File: src/rtl/count_seq_ctrl_if.sv
// Counter bundle between count_seq_ctrl (master) and the shared loadable up-counter (slave).
interface count_ifc #(
  parameter int W = 4
) ();
  logic [W-1:0] Q;
  logic [W-1:0] P;
  logic         Load;
  logic         Enable;
  logic         MR;

  modport master (input Q, output P, Load, Enable, MR);
  modport slave  (input P, Load, Enable, MR, output Q);
endinterface

File: src/rtl/count_seq_ctrl.sv
// Two-requester scheduler/sequencer for the shared up-counter on count_ifc.
// Build option: define COUNT_SEQ_CTRL_FIXED_PRIO_EN to make requester 0 always win a tie.
//
// state | meaning
// IDLE  | waiting for a request; arbitrates and captures the start value
// LOAD  | drives Load/P with the captured value, pulses gnt[owner]
// RUN   | counts while Q != LIMIT
// DONE  | pulses done[owner] and clears the counter through MR
module count_seq_ctrl #(
  parameter int           W     = 4,
  parameter logic [W-1:0] LIMIT = {W{1'b1}}
) (
  input  logic         CLK,
  input  logic         MR_n,
  input  logic [1:0]   req,
  input  logic [W-1:0] start0,
  input  logic [W-1:0] start1,
  output logic [1:0]   gnt,
  output logic [1:0]   done,
  output logic         busy,
  count_ifc.master     cnt
);

  typedef enum logic [1:0] {
    S_IDLE = 2'd0,
    S_LOAD = 2'd1,
    S_RUN  = 2'd2,
    S_DONE = 2'd3
  } state_t;

  state_t       state_q, state_d;
  logic         owner_q, owner_d;
  logic [W-1:0] val_q,   val_d;
  logic         win;
`ifndef COUNT_SEQ_CTRL_FIXED_PRIO_EN
  logic         last_q,  last_d;
`endif

  always_ff @(posedge CLK or negedge MR_n) begin
    if (!MR_n) begin
      state_q <= S_IDLE;
      owner_q <= 1'b0;
      val_q   <= '0;
`ifndef COUNT_SEQ_CTRL_FIXED_PRIO_EN
      last_q  <= 1'b1;
`endif
    end else begin
      state_q <= state_d;
      owner_q <= owner_d;
      val_q   <= val_d;
`ifndef COUNT_SEQ_CTRL_FIXED_PRIO_EN
      last_q  <= last_d;
`endif
    end
  end

  always_comb begin
    win = 1'b0;
    if (req == 2'b10) begin
      win = 1'b1;
    end else if (req == 2'b11) begin
`ifdef COUNT_SEQ_CTRL_FIXED_PRIO_EN
      win = 1'b0;
`else
      win = ~last_q;
`endif
    end
  end

  always_comb begin
    state_d    = state_q;
    owner_d    = owner_q;
    val_d      = val_q;
`ifndef COUNT_SEQ_CTRL_FIXED_PRIO_EN
    last_d     = last_q;
`endif
    gnt        = 2'b00;
    done       = 2'b00;
    busy       = (state_q != S_IDLE);
    cnt.P      = val_q;
    cnt.Load   = 1'b0;
    cnt.Enable = 1'b0;
    cnt.MR     = 1'b0;

    unique case (state_q)
      S_IDLE: begin
        if (req != 2'b00) begin
          owner_d = win;
          val_d   = win ? start1 : start0;
`ifndef COUNT_SEQ_CTRL_FIXED_PRIO_EN
          last_d  = win;
`endif
          state_d = S_LOAD;
        end
      end
      S_LOAD: begin
        cnt.Load = 1'b1;
        gnt      = owner_q ? 2'b10 : 2'b01;
        state_d  = S_RUN;
      end
      S_RUN: begin
        // Enable is the only path from Q into the outputs
        cnt.Enable = (cnt.Q != LIMIT);
        if (cnt.Q == LIMIT) state_d = S_DONE;
      end
      S_DONE: begin
        done    = owner_q ? 2'b10 : 2'b01;
        cnt.MR  = 1'b1;
        state_d = S_IDLE;
      end
      default: state_d = S_IDLE;
    endcase
  end

endmodule
File: src/flat_wrapper.sv
// flat-port wrapper written by rule: the top's interface ports become plain ports
module count_seq_ctrl_flat 
#(
  parameter int           W     = 4,
  parameter logic [W-1:0] LIMIT = {W{1'b1}}
)
  (CLK, MR_n, req, start0, start1, gnt, done, busy, cnt_Q, cnt_P, cnt_Load, cnt_Enable, cnt_MR);
  count_ifc #(.W(W)) cnt_i ();
  input  logic CLK;
  input  logic MR_n;
  input  logic [1:0] req;
  input  logic [W-1:0] start0;
  input  logic [W-1:0] start1;
  output logic [1:0] gnt;
  output logic [1:0] done;
  output logic busy;
  input wire logic [$bits(cnt_i.Q)-1:0] cnt_Q;
  output wire logic [$bits(cnt_i.P)-1:0] cnt_P;
  output wire logic [$bits(cnt_i.Load)-1:0] cnt_Load;
  output wire logic [$bits(cnt_i.Enable)-1:0] cnt_Enable;
  output wire logic [$bits(cnt_i.MR)-1:0] cnt_MR;
  assign cnt_i.Q = cnt_Q;
  assign cnt_P = cnt_i.P;
  assign cnt_Load = cnt_i.Load;
  assign cnt_Enable = cnt_i.Enable;
  assign cnt_MR = cnt_i.MR;
  count_seq_ctrl #(.W(W), .LIMIT(LIMIT)) u_core (.CLK(CLK), .MR_n(MR_n), .req(req), .start0(start0), .start1(start1), .gnt(gnt), .done(done), .busy(busy), .cnt(cnt_i));
endmodule
File: config.mk
export PLATFORM = sky130hd
export DESIGN_NAME = count_seq_ctrl_flat
export DESIGN_NICKNAME = d
export VERILOG_FILES = /design/src/rtl/count_seq_ctrl_if.sv /design/src/rtl/count_seq_ctrl.sv /design/src/flat_wrapper.sv
export SDC_FILE = /design/constraint.sdc
export NUM_CORES = 1
export LEC_CHECK = 0
export ABC_CLOCK_PERIOD_IN_PS = 1700
export BUFFER_PORTS_ARGS = -buffer_cell sky130_fd_sc_hd__buf_2
export CORE_AREA = 10 10 47 49
export DETAILED_ROUTE_END_ITERATION = 16
export DIE_AREA = 0 0 57 59
export PLACE_DENSITY = 0.73
export SETUP_SLACK_MARGIN = 0.15
export SLEW_MARGIN = 30
export SYNTH_ARGS = -nofsm -noshare
export SYNTH_HDL_FRONTEND = slang
export SYNTH_SLANG_ARGS = --single-unit
File: constraint.sdc
create_clock -name CLK -period 1.7 [get_ports CLK]
set_input_delay 0.085 -clock CLK [delete_from_list [all_inputs] [get_ports CLK]]
set_output_delay 0.085 -clock CLK [all_outputs]
set_load 0.005 [all_outputs]
Word level (Yosys, flattened, before mapping)
Cells that the tools add are included.
{"block": "totals", "reg_bits": 8, "output_inout_bits": 12}
{"block": "classes", "n_mux": 12, "reduce_logical": 5, "bitwise_logic": 1, "eq_ne": 9}
{"op": "two-way mux 2 bit", "n": 5}
{"op": "== test 2 bit (second input constant)", "n": 4}
{"op": "one-hot mux 2 bit (4 select lines)", "n": 1}
{"op": "two-way mux 1 bit", "n": 5}
{"op": "== test 4 bit (second input constant)", "n": 1}
{"op": "two-way mux 4 bit", "n": 1}
{"op": "!= test 2 x 1 -> 1 bit (second input constant)", "n": 2}
{"op": "!= test 4 bit (second input constant)", "n": 1}
{"op": "AND reduction 2 bit", "n": 2}
{"op": "nonzero test 2 bit", "n": 2}
{"op": "== test 2 x 1 -> 1 bit (second input constant)", "n": 1}
{"op": "logical NOT 2 bit", "n": 1}
{"op": "NOT 1 bit", "n": 1}

Logic depth before layout (Yosys ltp)
Gate-level depths: netlist (run 1).
{"block": "depth", "word_depth": 4, "mapped_depth": 5, "depth_no_buf": 5}

Worst setup path after synthesis (run 1)
Ideal clock, no wire load.
{"block": "synth_path", "path_type": "reg2reg", "startpoint": "register u_core.state_q[0]", "endpoint": "register u_core.state_q[1]", "path_stages_with_launch": 6, "required_ns": 1.575, "setup_time_ns": 0.125, "arrival_time_ns": 1.272, "synth_period_minus_slack_ns": 1.397, "path_slack_ns": 0.303, "path_cell_list": "dfrtp_1 -> inv_1 -> ha_1 -> nor3b_2 -> a21oi_2 -> mux2_4"}
{"block": "synth_between", "elab_chain_cells": 3, "elab_cells_between_ends": 8}
{"element": "start, declared", "line": "count_seq_ctrl.sv:31", "source": "state_t state_q, state_d;"}
{"element": "start signal, assigned", "line": "count_seq_ctrl.sv:48", "source": "state_q <= state_d;"}
{"element": "== test 2 bit / logical NOT 2 bit (equally long branches)", "line": "count_seq_ctrl.sv:85", "source": "unique case (state_q)"}
{"element": "!= test 2 x 1 -> 1 bit (no line)"}
{"element": "AND reduction 2 bit (no line)"}
Several ways; a longest one is shown, not always the timed one.
A chain may end at the register's enable or synchronous reset.

Final worst setup path (run 1)
{"block": "layout_path", "startpoint": "register u_core.state_q[1]", "endpoint": "register u_core.state_q[1]"}
The elaborated chain is that of the path after synthesis.

==> summary.md, run 1 <==
| Metric | Value |
|---|---|
| Max cap viols | `0` |
| Slew headroom | `61.1%` |
| DRC violations left | `0` |
| Net Count, Synth | `66` |
| Gate Count Post-Synth | `45` |
| Detailed Route Iter0 Violations | `6` |
| Dominant synthesized flop cell | `dfrtp_1` |
| Die area | `3360 µm²` |
| Share of cells above drive strength 1 | `46.8%` |
| Worst-Margin Slew | `0.580 ns` |
| Critical Path AT | `1.57 ns` |
| Placed cells | `87` |
| CTS max path bufs | `2` |
| Drt total wl | `1.28 mm` |
| Grt total ovfl | `0` |
| # diodes | `0` |
| Slowest-stage cell, CP | `dfrtp_1` |
| Final Setup Violations | `0` |
| Count of non-filler cells in the finished layout | `93` |
| Worst-path clk slew | `0.06 ns` |
| Buffers on Ports | `27` |
| Yosys Warn Count | `0` |
| Global-route wire length before repair | `2.11 mm` |
| Tcrit/Tclk final | `83.4%` |
| Pin count of the biggest net entering global routing | `10` |
| TritonCTS clock tree | `yes` |
| Area growth, synth to finish | `43.0%` |
| Max FO, Critical Path | `5` |
| Filler Cell Count | `143` |
| Worst IR Drop VDD | `0.000724 V` |
| Achievable Freq | `705 MHz` |
| Count leader, synth | `dfrtp_1` |
| H-tree depth | `1` |
| WL/cell | `13.8 µm` |
| Fin crit period | `1.42 ns` |
| Type of the tightest min-delay check | `in -> reg` |
| Via count | `453` |
| Post-Place Worst Slack | `0.183 ns` |
| Sink Count | `8` |
| Clk root buf | `clkbuf_4` |
| Post-Syn Area per Cell | `10.7 µm²` |
| IO Count | `28` |
| Outcome | `finished clean` |
| Ys async rst share | `100%` |
| Setup tns final | `0 ns` |
| Crit. End Element | `flip-flop` |
| Vias per cell | `4.87` |
| Critical Path RT | `1.85 ns` |
| Clk_lat worst skew | `0.26 ns` |
| Final WS setup | `0.283 ns` |
| Vias in the first global route | `477` |
| Unrepaired setup endpoints after global routing | `false` |
| Mapped Area | `480 µm²` |
| Top post-synthesis cells by area | `dfrtp_1 36%, ha_1 13%, mux2i_1 8.3%, dfstp_2 5.5%, o21ai_1 5.2%` |
| # rows | `14` |
| Cell Pwr Density | `1650 nW/µm²` |
| Worst setup path class | `reg -> reg` |
| Top cells by count, synth | `7 x dfrtp_1, 5 x ha_1, 5 x nand2_1, 5 x o21ai_1, 4 x mux2i_1` |
| Area leader, netlist | `dfrtp_1` |
| Seq/Total Area, Yosys | `41.9%` |
| Crit-path cells | `inv_1 -> ha_4 -> nor3b_4 -> a21oi_2 -> mux2_4` |
| Max-slew violation count | `0` |
| Fin Clk Skew | `0.00946 ns` |
| GRT Total Usage | `7.80%` |
| Routability cong. | `0.801` |
| Layout Nets | `99` |
| Die X | `57 µm` |
| Post-synth top area share | `36.5%` |
| Initial antenna violation count | `0` |
| Pleak | `0.379 nW` |
| Nature of the critical path startpoint | `flip-flop` |
| Final ANT Viol Nets | `0` |
| #FFs+latches synth | `8` |
| Post-synth cell types | `19` |
| Die Ht | `59 µm` |
| Final instance area | `687 µm²` |
| Number of synthesized flops with an enable pin | `0` |
| CTS Buf Count | `3` |
| Placed inst area | `624 µm²` |
| Post-layout util | `49.0%` |
| DP HPWL | `1.04 mm` |
| Core area | `1400 µm²` |
| CP max stage delay | `0.39 ns` |
| Final count of hold timing violations | `0` |
| Drt first pass iters | `4` |
| Starting Density | `34.3%` |
-- layout make-up --
type,count,area (µm²),area share (%)
Clock buffer,4,26.3,3.83
Sequential cell,8,201,29.3
Multi-Input combinational cell,33,275,40.1
Timing Repair Buffer,29,153,22.2
Inverter,3,11.3,1.64
Tap cell,16,20.0,2.91
-- power by group --
part           switching [mW]  internal (mW)  total [mW]
logic                   0.288          0.325       0.613
registers              0.0621          0.297       0.359
clock network          0.0703         0.0901       0.160
total                   0.421          0.712        1.13
-- sequential cells by signal (all words and copies together) (netlist names) --
signal	cells
u_core.cnt.P	4
u_core.state_q	2
u_core.last_q	1
u_core.owner_q	1
-- through the flow --
stage	hold slack (ns)	power, mW
final	0.0671	1.13
after CTS	0.0311	1.10
after floorplan	-0.211	0.713
after global placement	-0.0610	0.902
after detailed placement	-0.0599	0.925
after global routing	0.0577	1.27
-- critical path, delay by kind of cell (launching register included) --
| family | cells | cell delay [ns] |
|---|---|---|
| AO/OA/AOI/OAI | 1 | 0.15 |
| adder cells (fa/ha/maj) | 1 | 0.19 |
| buffers and inverters | 1 | 0.11 |
| flip-flops | 1 | 0.39 |
| multiplexers | 1 | 0.31 |
| AND/OR/NAND/NOR | 1 | 0.15 |
-- routing by layer --
metal,part of all wire (%),global-route usage [%],vias to the layer above
li1,-,-,219
met1,42,8.63,206
met2,46,11.3,24
met3,9.9,4.94,4
met4,1.6,4.03,0
met5,0,0,-
-- worst paths after layout --
| kind | cells after the start | startpoint | endpoint | slack, ns |
|---|---|---|---|---|
| min in group asynchronous | 2 | MR_n | u_core.owner_q | 0.21 |
| min reg2reg | 2 | u_core.cnt.P[3] | u_core.cnt.P[3] | 0.49 |
| max reg2reg | 5 | u_core.state_q[1] | u_core.state_q[1] | 0.28 |
| max in group asynchronous | 2 | MR_n | u_core.last_q | 1.24 |
| max | 5 | u_core.state_q[1] | u_core.state_q[1] | 0.28 |
| min | 2 | req[0] | u_core.last_q | 0.07 |
-- placed cells by master, fill, tap and decap left out --
cell           netlist  routed
nor3b_4              0       1
mux2_4               1       1
a31oi_1              1       1
clkbuf_4             0       3
clkbuf_1             0       1
buf_2                0      27
nand4_1              1       1
a21oi_1              1       1
o32a_1               1       1
a21oi_2              1       1
o21ai_0              1       1
o21ai_1              5       5
inv_1                3       3
buf_4                0       1
nor2b_1              2       2
dfstp_2              1       1
and2_1               3       3
dfrtp_1              7       7
a21bo_1              1       1
mux2i_1              4       4
nand2_1              5       5
ha_1                 5       4
dlygate4sd3_1        0       1
ha_4                 0       1
-- cells by family (layout without fill, tap and decap cells) --
kind of cell / count (synthesis) / count (layout) / synth area share, %
and+or+nand+nor: 12 / 12 / 14.3
AOI/OAI and AO/OA: 11 / 11 / 14.6
DFF: 8 / 8 / 41.9
adders and majority gates: 5 / 5 / 13.0
muxes: 5 / 5 / 11.5
buffers and inverters: 4 / 36 / 4.69
-- what timing repair did --
item / in CTS / in global routing
buffers inserted: 0 / 1
setup endpoints to repair: 0 / 2
hold buffers: 1 / 0
hold endpoints to repair: 8 / 0
gates resized for setup: 0 / 3
(Power assumes the default switching activity.)
==> run 2, diff against run 1 <==
Settings changed: ABC_CLOCK_PERIOD_IN_PS 1700 to 1200, CORE_AREA 10 10 47 49 to unset, CORE_MARGIN set to 10, CORE_UTILIZATION set to 36, DIE_AREA 0 0 57 59 to unset, PLACE_DENSITY 0.73 to 0.76.
Clock period 1.7 ns to 1.2 ns, I/O delays scaled along.
==> run 2 against run 1 <==
  * Clock skew shrank 0.00092 ns
  * The flow now finishes with violations (setup timing)
  * Clock power grew 41%
  * Total power grew 86%
  * Global-route usage grew 0.62 points
  * Largest cell class unchanged
  * Count of clock-buffer cells in the layout is the same
==> summary.md, run 2 (synthesis results as in run 1) <==
| Metric | Value |
|---|---|
| Max-slew violation count | `0 (unchanged)` |
| Share of cells above drive strength 1 | `63.2% (was 46.8%)` |
| CTS max path bufs | `2 (unchanged)` |
| Critical Path RT | `1.35 ns (was 1.85 ns)` |
| Clk_lat worst skew | `0.26 ns (about the same)` |
| Die Ht | `56.5 µm (was 59 µm)` |
| # diodes | `0 (unchanged)` |
| Worst setup path class | `reg -> reg (unchanged)` |
| Vias per cell | `4.65 (was 4.87)` |
| Drt first pass iters | `1 (was 4)` |
| Starting Density | `37.4% (was 34.3%)` |
| Final WS setup | `-0.117 ns (was 0.283 ns)` |
| TritonCTS clock tree | `yes (unchanged)` |
| Placed cells | `92 (was 87)` |
| Post-layout util | `65.7% (was 49.0%)` |
| Pin count of the biggest net entering global routing | `9 (was 10)` |
| Vias in the first global route | `548 (was 477)` |
| Max FFs per register | `4 (unchanged)` |
| Worst-path clk slew | `0.06 ns (about the same)` |
| Global-route wire length before repair | `2.18 mm (was 2.11 mm)` |
| Final instance area | `845 µm² (was 687 µm²)` |
| CTS Buf Count | `3 (unchanged)` |
| Core area | `1280 µm² (was 1400 µm²)` |
| Via count | `474 (was 453)` |
| DP HPWL | `1.07 mm (was 1.04 mm)` |
| H-tree depth | `1 (unchanged)` |
| Cell Pwr Density | `2490 nW/µm² (was 1650 nW/µm²)` |
| GRT Total Usage | `8.42% (was 7.80%)` |
| Fin crit period | `1.32 ns (was 1.42 ns)` |
| Buffers on Ports | `27 (unchanged)` |
| Fin Clk Skew | `0.00854 ns (was 0.00946 ns)` |
| Pleak | `0.438 nW (was 0.379 nW)` |
| Total Power | `2.10 mW (was 1.13 mW)` |
| Nature of the critical path startpoint | `flip-flop (unchanged)` |
| Violated checks | `setup timing` |
| Crit. End Element | `flip-flop (unchanged)` |
| Most frequent cells in the layout | `24 x buf_2, 7 x buf_6, 7 x buf_4, 6 x dfrtp_1 (was 27 x buf_2, 7 x dfrtp_1, 5 x o21ai_1, 5 x nand2_1)` |
| Worst IR Drop VDD | `0.00128 V (was 0.000724 V)` |
| Setup tns final | `-1.08 ns (was 0 ns)` |
| Slew headroom | `84.1% (was 61.1%)` |
| Placed inst area | `687 µm² (was 624 µm²)` |
| Worst-Margin Slew | `0.239 ns (was 0.580 ns)` |
| FF/Latch Area | `203 µm² (was 201 µm²)` |
| Die X | `56.5 µm (was 57 µm)` |
| WL/cell | `14.5 µm (was 13.8 µm)` |
| Area growth, synth to finish | `75.8% (was 43.0%)` |
| Critical Path AT | `1.46 ns (was 1.57 ns)` |
| Layout Nets | `109 (was 99)` |
| Grt total ovfl | `0 (unchanged)` |
| Unrepaired setup endpoints after global routing | `true (was false)` |
| Final count of hold timing violations | `0 (unchanged)` |
| Detailed Route Iter0 Violations | `0 (was 6)` |
| Clk root buf | `clkbuf_4 (unchanged)` |
| Outcome | `finished, violations left (was finished clean)` |
| Routability cong. | `0.772 (was 0.801)` |
| Die area | `3200 µm² (was 3360 µm²)` |
| Slowest-stage cell, CP | `dfrtp_2 (was dfrtp_1)` |
| DRC violations left | `0 (unchanged)` |
| CP max stage delay | `0.39 ns (about the same)` |
| Post-Place Worst Slack | `-0.133 ns (was 0.183 ns)` |
| Achievable Freq | `759 MHz (was 705 MHz)` |
| Initial antenna violation count | `0 (unchanged)` |
| Crit-path cells | `inv_2 -> ha_4 -> nor3b_4 -> a21oi_2 -> mux2_4 (was inv_1 -> ha_4 -> nor3b_4 -> a21oi_2 -> mux2_4)` |
| Final Setup Violations | `13 (was 0)` |
| Count of non-filler cells in the finished layout | `102 (was 93)` |
| Filler Cell Count | `103 (was 143)` |
| Most common cell after layout, fill and taps aside | `buf_2 (unchanged)` |
| Worst hold slack | `0.0528 ns (was 0.0671 ns)` |
| Max cap viols | `0 (unchanged)` |
| Drt total wl | `1.48 mm (was 1.28 mm)` |
| Type of the tightest min-delay check | `in -> reg (unchanged)` |
| # rows | `13 (was 14)` |
| Sink Count | `8 (unchanged)` |
| Multi-input logic area | `324 µm² (was 275 µm²)` |
| Tcrit/Tclk final | `110% (was 83.4%)` |
| Max FO, Critical Path | `3 (was 5)` |
| IO Count | `28 (unchanged)` |
| Final ANT Viol Nets | `0 (unchanged)` |
==> run 2: cell count changes in the layout (fill, tap and decap cells not counted) <==
cell	change
nor2b_4	+1
ha_4	+3
inv_2	+3
buf_2	-3
buf_6	+7
o21ai_2	+1
buf_4	+6
dfrtp_1	-1
dfrtp_2	+1
nor2b_1	-1
inv_1	-3
o21ai_0	-1
ha_1	-3
==> run 2: routing by layer <==
layer  part of all wire [%]  global-route usage [%]
met5                      0                       0
met4                   0.94                    4.12
met3                    9.6                    5.84
met2                     58                    16.0
met1                     32                    5.95
==> run 2: what timing repair did <==
action | CTS | global route
gates cloned | 0 | 0
endpoints found under the setup margin | 15 | 16
hold buffers | 1 | 0
pin swaps | 3 | 0
buffers inserted | 2 | 3
resized for setup | 10 | 8
hold endpoints to repair | 8 | 0
==> run 2: path summary, 6_finish.rpt <==
path | to | slack (ns) | from | cells past startpoint
worst min register to register | u_core.cnt.P[1] | 0.48 | u_core.cnt.P[1] | 2
worst max register to register | u_core.state_q[1] | -0.12 | u_core.state_q[1] | 5
min in group asynchronous | u_core.cnt.P[1] | 0.19 | MR_n | 2
worst max-delay path | u_core.state_q[1] | -0.12 | u_core.state_q[1] | 5
max in group asynchronous | u_core.last_q | 0.75 | MR_n | 2
worst min-delay path | u_core.last_q | 0.05 | req[0] | 2
==> run 2: layout make-up <==
class | instances | share of cell area (%)
clock buffers | 4 | 3.11
inverters | 3 | 1.33
multi-input cells | 33 | 38.4
flip-flops and latches | 8 | 24.0
well taps | 15 | 2.22
repair buffers | 39 | 31.0
==> run 2: critical path: cells and delay by family (launching register included) <==
| family | cells | cell delay [ns] |
|---|---|---|
| buffers and inverters | 1 | 0.06 |
| adder cells (fa/ha/maj) | 1 | 0.15 |
| flip-flops | 1 | 0.39 |
| AO/OA/AOI/OAI | 1 | 0.14 |
| multiplexers | 1 | 0.31 |
| AND/OR/NAND/NOR | 1 | 0.15 |
==> run 2: where the power goes <==
part / total [mW] / internal [mW] / switching, mW
logic: 1.35 / 0.795 / 0.557
clock network: 0.226 / 0.128 / 0.0984
registers: 0.527 / 0.425 / 0.103
total: 2.10 / 1.35 / 0.758
